### src/rtl/if_fetch_ctrl_if.sv
// ICache request/response port and downstream vaddr/inst stream of the fetch stage.
// The fetch controller is the master; the ICache plus IF stage together form the slave.
interface if_fetch_ctrl_if;
   logic        icache_req_valid;
   logic [31:0] icache_req_addr;
   logic        icache_req_ready;
   logic        icache_rdata_valid;
   logic [31:0] icache_rdata;
   logic [31:0] vaddr;
   logic        vaddr_valid;
   logic [31:0] inst;
   logic        inst_valid;
   logic        excp_o;
   logic [3:0]  excp_num_o;
   logic        fire;

   modport master (
      output icache_req_valid, icache_req_addr, vaddr, vaddr_valid,
             inst, inst_valid, excp_o, excp_num_o,
      input  icache_req_ready, icache_rdata_valid, icache_rdata, fire
   );

   modport slave (
      input  icache_req_valid, icache_req_addr, vaddr, vaddr_valid,
             inst, inst_valid, excp_o, excp_num_o,
      output icache_req_ready, icache_rdata_valid, icache_rdata, fire
   );
endinterface

### src/rtl/if_fetch_ctrl.sv
// Fetch-stage sequencer: owns the fetch PC, issues in-order ICache reads, pairs
// returned words with their addresses and drains stale responses after a redirect.
module if_fetch_ctrl #(
   parameter logic [31:0] RESET_PC  = 32'h1c000000,
   parameter int          MAX_OUT   = 2,
   parameter logic [3:0]  ADEF_CODE = 4'h1
) (
   input  logic        clk,
   input  logic        reset,
   input  logic        flush,
   input  logic [31:0] flush_target,
   input  logic        excp_flush,
   input  logic [31:0] excp_entry,
   input  logic        ertn_flush,
   input  logic [31:0] ertn_era,
   if_fetch_ctrl_if.master bus
);
   localparam int PW = $clog2(MAX_OUT);
   localparam int CW = $clog2(MAX_OUT + 1);
   localparam logic [CW-1:0] CNT_MAX = CW'(MAX_OUT);

   typedef enum logic {S_RUN, S_HALT} state_e;

   state_e           state_q, state_d;
   logic [31:0]      pc_q, pc_d;
   logic [PW-1:0]    head_q, head_d, tail_q, tail_d;
   logic [CW-1:0]    cnt_q, cnt_d, infl_q, infl_d, disc_q, disc_d;
   logic [31:0]      e_pc_q   [MAX_OUT];
   logic [31:0]      e_pc_d   [MAX_OUT];
   logic [31:0]      e_inst_q [MAX_OUT];
   logic [31:0]      e_inst_d [MAX_OUT];
   logic [MAX_OUT-1:0] e_excp_q, e_excp_d, e_resp_q, e_resp_d;

   logic        any_flush, rv, req_valid, adef, req_fire, push, pop, head_has;
   logic [31:0] new_pc;
   logic        slot_found;
   logic [PW-1:0] slot_idx, scan_idx;

   assign any_flush = excp_flush | ertn_flush | flush;
   assign new_pc    = excp_flush ? excp_entry : (ertn_flush ? ertn_era : flush_target);
   assign rv        = bus.icache_rdata_valid;
   assign head_has  = (cnt_q != '0) && e_resp_q[head_q];
   assign req_fire  = req_valid & bus.icache_req_ready;
   assign push      = req_fire | adef;
   assign pop       = bus.fire & head_has;

   // FSM: state register
   always_ff @(posedge clk) begin
      if (reset) state_q <= S_RUN;
      else       state_q <= state_d;
   end

   // FSM: next state; any redirect resumes fetch, a misaligned PC parks it
   always_comb begin
      state_d = state_q;
      if (any_flush)                     state_d = S_RUN;
      else if (state_q == S_RUN && adef) state_d = S_HALT;
   end

   // FSM: outputs
   always_comb begin
      req_valid = 1'b0;
      adef      = 1'b0;
      case (state_q)
         S_RUN: begin
            req_valid = !reset && !any_flush && pc_q[1:0] == 2'b00 &&
                        cnt_q < CNT_MAX && infl_q < CNT_MAX;
            adef      = !reset && !any_flush && pc_q[1:0] != 2'b00 && cnt_q < CNT_MAX;
         end
         default: ;
      endcase
   end

   // Oldest queued entry still waiting for its ICache word
   always_comb begin
      slot_found = 1'b0;
      slot_idx   = '0;
      scan_idx   = '0;
      for (int i = 0; i < MAX_OUT; i++) begin
         scan_idx = head_q + PW'(i);
         if (!slot_found && CW'(i) < cnt_q && !e_resp_q[scan_idx]) begin
            slot_found = 1'b1;
            slot_idx   = scan_idx;
         end
      end
   end

   always_comb begin
      pc_d     = pc_q;
      head_d   = head_q;
      tail_d   = tail_q;
      cnt_d    = cnt_q;
      infl_d   = infl_q;
      disc_d   = disc_q;
      e_pc_d   = e_pc_q;
      e_inst_d = e_inst_q;
      e_excp_d = e_excp_q;
      e_resp_d = e_resp_q;
      if (any_flush) begin
         // Every request still outstanding after this cycle becomes stale.
         pc_d     = new_pc;
         head_d   = '0;
         tail_d   = '0;
         cnt_d    = '0;
         e_resp_d = '0;
         infl_d   = infl_q - CW'(rv);
         disc_d   = infl_q - CW'(rv);
      end else begin
         if (push) begin
            e_pc_d[tail_q]   = pc_q;
            e_excp_d[tail_q] = adef;
            e_resp_d[tail_q] = adef;
            e_inst_d[tail_q] = '0;
            tail_d           = tail_q + PW'(1);
         end
         if (req_fire) pc_d = pc_q + 32'd4;
         if (rv) begin
            if (disc_q != '0) begin
               disc_d = disc_q - CW'(1);
            end else if (slot_found) begin
               e_resp_d[slot_idx] = 1'b1;
               e_inst_d[slot_idx] = bus.icache_rdata;
            end
         end
         if (pop) begin
            head_d           = head_q + PW'(1);
            e_resp_d[head_q] = 1'b0;
         end
         infl_d = infl_q + CW'(req_fire) - CW'(rv);
         cnt_d  = cnt_q + CW'(push) - CW'(pop);
      end
   end

   always_ff @(posedge clk) begin
      if (reset) begin
         pc_q     <= RESET_PC;
         head_q   <= '0;
         tail_q   <= '0;
         cnt_q    <= '0;
         infl_q   <= '0;
         disc_q   <= '0;
         e_excp_q <= '0;
         e_resp_q <= '0;
      end else begin
         pc_q     <= pc_d;
         head_q   <= head_d;
         tail_q   <= tail_d;
         cnt_q    <= cnt_d;
         infl_q   <= infl_d;
         disc_q   <= disc_d;
         e_excp_q <= e_excp_d;
         e_resp_q <= e_resp_d;
      end
   end

   // Payload storage needs no reset: it is only visible behind the valid flags.
   always_ff @(posedge clk) begin
      e_pc_q   <= e_pc_d;
      e_inst_q <= e_inst_d;
   end

   assign bus.icache_req_valid = req_valid;
   assign bus.icache_req_addr  = pc_q;
   assign bus.vaddr_valid      = cnt_q != '0;
   assign bus.vaddr            = bus.vaddr_valid ? e_pc_q[head_q] : '0;
   assign bus.inst_valid       = head_has;
   assign bus.inst             = head_has ? e_inst_q[head_q] : '0;
   assign bus.excp_o           = bus.vaddr_valid & e_excp_q[head_q];
   assign bus.excp_num_o       = bus.excp_o ? ADEF_CODE : 4'h0;
endmodule

### src/flat_wrapper.sv
// flat-port wrapper written by rule: the top's interface ports become plain ports
module if_fetch_ctrl_flat 
#(
   parameter logic [31:0] RESET_PC  = 32'h1c000000,
   parameter int          MAX_OUT   = 2,
   parameter logic [3:0]  ADEF_CODE = 4'h1
)
  (clk, reset, flush, flush_target, excp_flush, excp_entry, ertn_flush, ertn_era, bus_icache_req_valid, bus_icache_req_addr, bus_vaddr, bus_vaddr_valid, bus_inst, bus_inst_valid, bus_excp_o, bus_excp_num_o, bus_icache_req_ready, bus_icache_rdata_valid, bus_icache_rdata, bus_fire);
  if_fetch_ctrl_if bus_i ();
  input  logic clk;
  input  logic reset;
  input  logic flush;
  input  logic [31:0] flush_target;
  input  logic excp_flush;
  input  logic [31:0] excp_entry;
  input  logic ertn_flush;
  input  logic [31:0] ertn_era;
  output wire logic [$bits(bus_i.icache_req_valid)-1:0] bus_icache_req_valid;
  output wire logic [$bits(bus_i.icache_req_addr)-1:0] bus_icache_req_addr;
  output wire logic [$bits(bus_i.vaddr)-1:0] bus_vaddr;
  output wire logic [$bits(bus_i.vaddr_valid)-1:0] bus_vaddr_valid;
  output wire logic [$bits(bus_i.inst)-1:0] bus_inst;
  output wire logic [$bits(bus_i.inst_valid)-1:0] bus_inst_valid;
  output wire logic [$bits(bus_i.excp_o)-1:0] bus_excp_o;
  output wire logic [$bits(bus_i.excp_num_o)-1:0] bus_excp_num_o;
  input wire logic [$bits(bus_i.icache_req_ready)-1:0] bus_icache_req_ready;
  input wire logic [$bits(bus_i.icache_rdata_valid)-1:0] bus_icache_rdata_valid;
  input wire logic [$bits(bus_i.icache_rdata)-1:0] bus_icache_rdata;
  input wire logic [$bits(bus_i.fire)-1:0] bus_fire;
  assign bus_icache_req_valid = bus_i.icache_req_valid;
  assign bus_icache_req_addr = bus_i.icache_req_addr;
  assign bus_vaddr = bus_i.vaddr;
  assign bus_vaddr_valid = bus_i.vaddr_valid;
  assign bus_inst = bus_i.inst;
  assign bus_inst_valid = bus_i.inst_valid;
  assign bus_excp_o = bus_i.excp_o;
  assign bus_excp_num_o = bus_i.excp_num_o;
  assign bus_i.icache_req_ready = bus_icache_req_ready;
  assign bus_i.icache_rdata_valid = bus_icache_rdata_valid;
  assign bus_i.icache_rdata = bus_icache_rdata;
  assign bus_i.fire = bus_fire;
  if_fetch_ctrl #(.RESET_PC(RESET_PC), .MAX_OUT(MAX_OUT), .ADEF_CODE(ADEF_CODE)) u_core (.clk(clk), .reset(reset), .flush(flush), .flush_target(flush_target), .excp_flush(excp_flush), .excp_entry(excp_entry), .ertn_flush(ertn_flush), .ertn_era(ertn_era), .bus(bus_i));
endmodule
### config.mk
export PLATFORM = sky130hd
export DESIGN_NAME = if_fetch_ctrl_flat
export DESIGN_NICKNAME = d
export VERILOG_FILES = /design/src/rtl/if_fetch_ctrl_if.sv /design/src/rtl/if_fetch_ctrl.sv /design/src/flat_wrapper.sv
export SDC_FILE = /design/constraint.sdc
export NUM_CORES = 1
export LEC_CHECK = 0
export CAP_MARGIN = 20
export CORE_ASPECT_RATIO = 1.2
export CORE_MARGIN = 2
export CORE_UTILIZATION = 27
export DETAILED_ROUTE_END_ITERATION = 8
export GPL_TIMING_DRIVEN = 0
export SLEW_MARGIN = 20
export SYNTH_ARGS = -nofsm -noshare
export SYNTH_HDL_FRONTEND = slang
export SYNTH_SLANG_ARGS = --single-unit
### constraint.sdc
create_clock -name clk -period 5.8 [get_ports clk]
set_clock_uncertainty 0.1 [all_clocks]
set_input_delay 0.87 -clock clk [delete_from_list [all_inputs] [get_ports clk]]
set_output_delay 0.87 -clock clk [all_outputs]
set_load 0.005 [all_outputs]
== Yosys cells after proc, flatten, opt, wreduce, memory -nomap -nowiden ==
Index checks and enable logic that the tools add are counted.

* Flip-flop bits (word level): 173
* Input port bits: 136
* Output and inout port bits: 104
* Word-level logic and storage cells: 140

* Add/sub/neg operators: 9
* $lt $le $gt $ge: 16
* Mux-type cells: 55
* Bitwise operators: 16
* Reductions and logical operators: 31

{| class="wikitable"
|+ Operators by type and width
! operator !! number
|-
| two-way mux 32 bit || 14
|-
| two-way mux 64 bit || 5
|-
| bitwise mux 64 bit || 2
|-
| AND 64 bit || 1
|-
| demux 32 bit (select 1 bit) || 2
|-
| NOT 64 bit || 1
|-
| adder 32 x 3 -> 32 bit, second input constant || 1
|-
| two-way mux 2 bit || 11
|-
| logical AND 1 bit || 16
|-
| two-way mux 1 bit || 16
|-
| nonzero test 2 bit || 6
|-
| < comparator 1 x 2 -> 1 bit, second input constant || 4
|-
| greater-or-equal comparator 2 bit, second input constant || 3
|-
| NOT 1 -> 2 bit || 3
|-
| subtractor 2 x 1 -> 2 bit || 3
|-
| logical NOT 1 bit || 5
|-
| adder 2 x 1 -> 2 bit || 2
|-
| bitwise mux 2 bit || 2
|-
| < comparator 1 x 2 -> 1 bit, first input constant || 2
|-
| < comparator 2 x 1 -> 1 bit, second input constant || 2
|-
| < comparator 2 bit, second input constant || 2
|-
| AND reduction 2 bit || 2
|-
| AND 1 bit || 3
|-
| demux 1 bit (select 1 bit) || 3
|-
| 10 further kinds || 16
|}

== Logic depth before layout (Yosys ltp) ==
* Depth after elaboration: 20
* Mapped depth: 12
* Depth with buffers taken out: 12

== Worst setup path after synthesis ==
No wires, ideal clock.

* Path type: input -> register
* From: input port excp_flush
* To: register u_core.e_inst_q[0] (netlist bit), enable pin
* Setup time: 0.454 ns
* Arrival time: 3.792 ns
* Required time: 5.246 ns
* Path slack: 1.453 ns
* Stages: 5
* Path buffers: 3
* Cells stage by stage: clkbuf_1 -> or3_1 -> inv_1 -> clkbuf_1 -> clkbuf_1

* Cells in the longest elaborated chain, start to end: 2

{| class="wikitable"
|+ Ends and longest elaborated chain
! element !! RTL line !! text
|-
| start: declaration || flat_wrapper.sv:14 || <nowiki>input logic excp_flush;</nowiki>
|-
| OR 1 bit (2 in a row) || if_fetch_ctrl.sv:39 || <nowiki>assign any_flush = excp_flush | ertn_flush | flush;</nowiki>
|-
| end signal: assignment || if_fetch_ctrl.sv:159 || <nowiki>e_inst_q <= e_inst_d;</nowiki>
|-
| end: declaration || if_fetch_ctrl.sv:30 || <nowiki>logic [31:0] e_inst_q [MAX_OUT];</nowiki>
|}

No other way between the ends.
A chain may end at the register's enable or synchronous reset.

== Worst setup path in the final report ==
* From: register u_core.head_q
* To: output port bus_vaddr[20]

* Cells in the longest elaborated chain, start to end: 5

{| class="wikitable"
|+ Ends and longest elaborated chain
! element !! RTL line !! text
|-
| start: declaration || if_fetch_ctrl.sv:26 || <nowiki>logic [PW-1:0] head_q, head_d, tail_q, tail_d;</nowiki>
|-
| start signal: assignment || if_fetch_ctrl.sv:137 || <nowiki>head_q <= '0;</nowiki>
|-
| start signal: assignment || if_fetch_ctrl.sv:146 || <nowiki>head_q <= head_d;</nowiki>
|-
| NOT 1 -> 2 bit (implied by the code) || if_fetch_ctrl.sv:165 || <nowiki>assign bus.vaddr = bus.vaddr_valid ? e_pc_q[head_q] : '0;</nowiki>
|-
| two-way mux 32 bit (implied by the code) (3 in a row) || if_fetch_ctrl.sv:165 ||
|-
| two-way mux 32 bit || if_fetch_ctrl.sv:165 ||
|-
| end: declaration || flat_wrapper.sv:20 || <nowiki>output wire logic [$bits(bus_i.vaddr)-1:0] bus_vaddr;</nowiki>
|}

No other way between the ends. The select of a mux whose other input is x is not followed.

==> out/qor.yml <==
status:
  status: "complete, no violations"
synth:
  synthFlopType: "edfxtp_1"
  yosysSeqAreaShare_pct: 52.7
  async_flop_share_pct: 0
  synth.area.top_cells: "edfxtp_1 43%, dfxtp_1 10%, mux2i_1 8.1%"
  synth.distinct_cells: 66
  syn_avg_cell_area_um2: 9.67
  synth_edf_count: 128
  syn-instance-count: 931
  ys_seq_elements: 173
  synth_top_cell_by_area: "edfxtp_1"
  synth_area_mm2: 0.00900
  yosysWarnings: 0
  synth_top_area_share_pct: 42.7
  yosysMostFrequentCell: "nand2_1"
  synth_common_cells: "169 x nand2_1, 128 x edfxtp_1, 109 x nor2_1, 82 x o21ai_0, 73 x mux2i_1"
clock_tree:
  cts_resized: 0
  cts_sinks: 173
  clock_latency_ns: 0.42
  post-cts-setup-buffer-count: 0
  h-tree-depth: 4
  cts_max_path_buffers: 2
  cts_tree: "built"
  clk_pin_slew_ns: 0.07
  cts_buffers: 17
  cts_hold_buf: 0
  cts_root_buf: "clkbuf_16"
placement:
  place_inst: 1617
  dp_hpwl_um: 22000
  place_congestion: 0.824
  place_ws_ns: 1.30
  portBuffers: 233
global_routing:
  overflow: 0
  antenna_found_initial: 0
  grt_pass1_vias: 7563
  grt_use_total_pct: 16.6
  grt_pass1_wl_um: 44000
  grt_max_degree: 42
hold_path:
  holdPathEnd: "u_core.state_q"
  min_from: "u_core.state_q"
  min_path_type: "flip-flop to flip-flop"
  hold_path_depth: 1
sta:
  timing.final.ws_setup_ns: 1.27
  min_period_ns: 4.53
  finalSetupViolations: 0
  fmaxAchievable_mhz: 221
  tightestPinTransition_ns: 1.07
  slew_violations: 0
  hold_viol_final: 0
  rsz0062_at_grt: "false"
  tns_ns: 0
  whs_ns: 0.348
  finalCritPeriodShare_pct: 78.1
  relSlewSlack_pct: 28.7
finish:
  diodes: 0
  drive_gt1_share_pct: 5.25
  stdcell_count: 1649
  nets: 1328
  area_growth_pct: 39.1
worst_setup_path:
  path_common_cell: "clkbuf_1"
  critPathLaunchType: "flip-flop"
  path_cells: "clkbuf_1 -> buf_1 -> clkbuf_1 -> mux2i_1 -> nor2_1 -> clkdlybuf4s50_1"
  max_stage_delay_ns: 0.77
  crit_family: "buffers and inverters"
  crit_slowest_cell: "clkbuf_1"
  r2r_slack_ns: 2.50
  critPathCaptureType: "output pin"
  crit_fanout: 10
  cp.arrival_ns: 3.56
  r2r_cells: 6
  critPathBufInv: 4
  critPathRequiredTime_ns: 4.83
  timing.rr.start: "u_core.bus.icache_req_addr[1]"
  worstSetupPathType: "flip-flop to output pin"
  r2r_end: "u_core.e_inst_q[60]"
die:
  core-area_mm2: 0.0330
  row_count: 73
  die_h_um: 204
  die_w_um: 171
  die_area_mm2: 0.0348
  initial_core_util_pct: 27.3
  io_pins: 240
route:
  drtIter0Drc: 724
  drt-vias-per-instance: 4.80
  dr.pass1.iters: 5
  postRouteWirelength_um: 29200
  antenna_left: 0
  drc_errors: 0
  vias: 7921
  routedWlPerCell_um: 17.7
power_and_ir_drop:
  ir_drop_v: 0.000187
  p_leak_uw: 0.00433
  finalPower_uw: 2880
  powerDensity_mw_per_mm2: 230
job:
  maxCapViolations: 0
==> through the flow <==
step	util, %	instance area (um^2)
after global placement	36.1	11900
after floorplan	-	9010
final	38.0	12500
after global routing	38.0	12500
after CTS	38.0	12500
after detailed placement	36.2	11900
==> where the power goes <==
part / switching, uW / internal [uW]
Sequential: 48.2 / 1370
Clock: 509 / 646
Combinational: 136 / 171
==> flip-flops by register name, indices dropped and copies added (netlist names) <==
name                        cells
u_core.bus.icache_req_addr     32
u_core.cnt_q                    2
u_core.disc_q                   2
u_core.e_excp_q                 2
u_core.e_inst_q                64
u_core.e_pc_q                  64
u_core.e_resp_q                 2
u_core.head_q                   1
u_core.infl_q                   2
u_core.state_q                  1
u_core.tail_q                   1
==> cell families (layout without fill, tap and decap cells) <==
group / count (synthesis) / in the layout / synth area share, %
AND/OR/NAND/NOR: 360 / 360 / 17.9
AO/OA/AOI/OAI: 205 / 205 / 14.2
flip-flops: 173 / 173 / 52.7
buffers and inverters: 99 / 365 / 4.84
multiplexers: 76 / 76 / 8.49
XOR/XNOR: 11 / 11 / 1.07
adder cells (fa/ha/maj): 6 / 6 / 0.834
other: 1 / 3 / 0.0416
==> placed cells by master (no fill, tap or decap), types with 21 or more instances in the layout <==
cell             instances
edfxtp_1               128
dfxtp_1                 45
a211oi_1                21
a21oi_1                 47
o21ai_0                 82
clkdlybuf4s50_1        233
mux2i_1                 73
nand2_1                169
clkbuf_1                47
inv_1                   29
nor2_1                 109
==> routing by layer <==
metal | vias to the layer above | share of wire, % | track usage [%]
met5 | - | 0 | 0
met4 | 0 | 1.2 | 4.06
met3 | 22 | 5.8 | 3.49
met2 | 298 | 51 | 29.6
met1 | 3759 | 42 | 20.5
li1 | 3842 | - | -
==> area by class of cell <==
| class | count | area, um^2 |
|---|---|---|
| flip-flops and latches | 173 | 4740 |
| fillers | 3351 | 20500 |
| clock inverters | 14 | 156 |
| inverters | 30 | 113 |
| repair buffers | 234 | 2350 |
| well taps | 450 | 563 |
| multi-input cells | 661 | 3840 |
| clock buffers | 18 | 429 |
| plain buffers | 69 | 327 |
==> worst max path at each step <==
stage / cells past startpoint / startpoint / end / slack [ns]
5_1_grt: 6 / u_core.head_q / bus_vaddr[18] / 1.03
3_5_place_dp: 8 / ertn_flush / u_core.e_inst_q[62] / 1.30
3_3_place_gp: 5 / ertn_flush / u_core.e_inst_q[62] / -0.53
6_report: 6 / u_core.head_q / bus_vaddr[20] / 1.27
4_1_cts: 6 / u_core.head_q / bus_vaddr[20] / 1.10
2_1_floorplan: 5 / excp_flush / u_core.e_inst_q[0] / 1.45
Power figures use the tool's default switching activity.
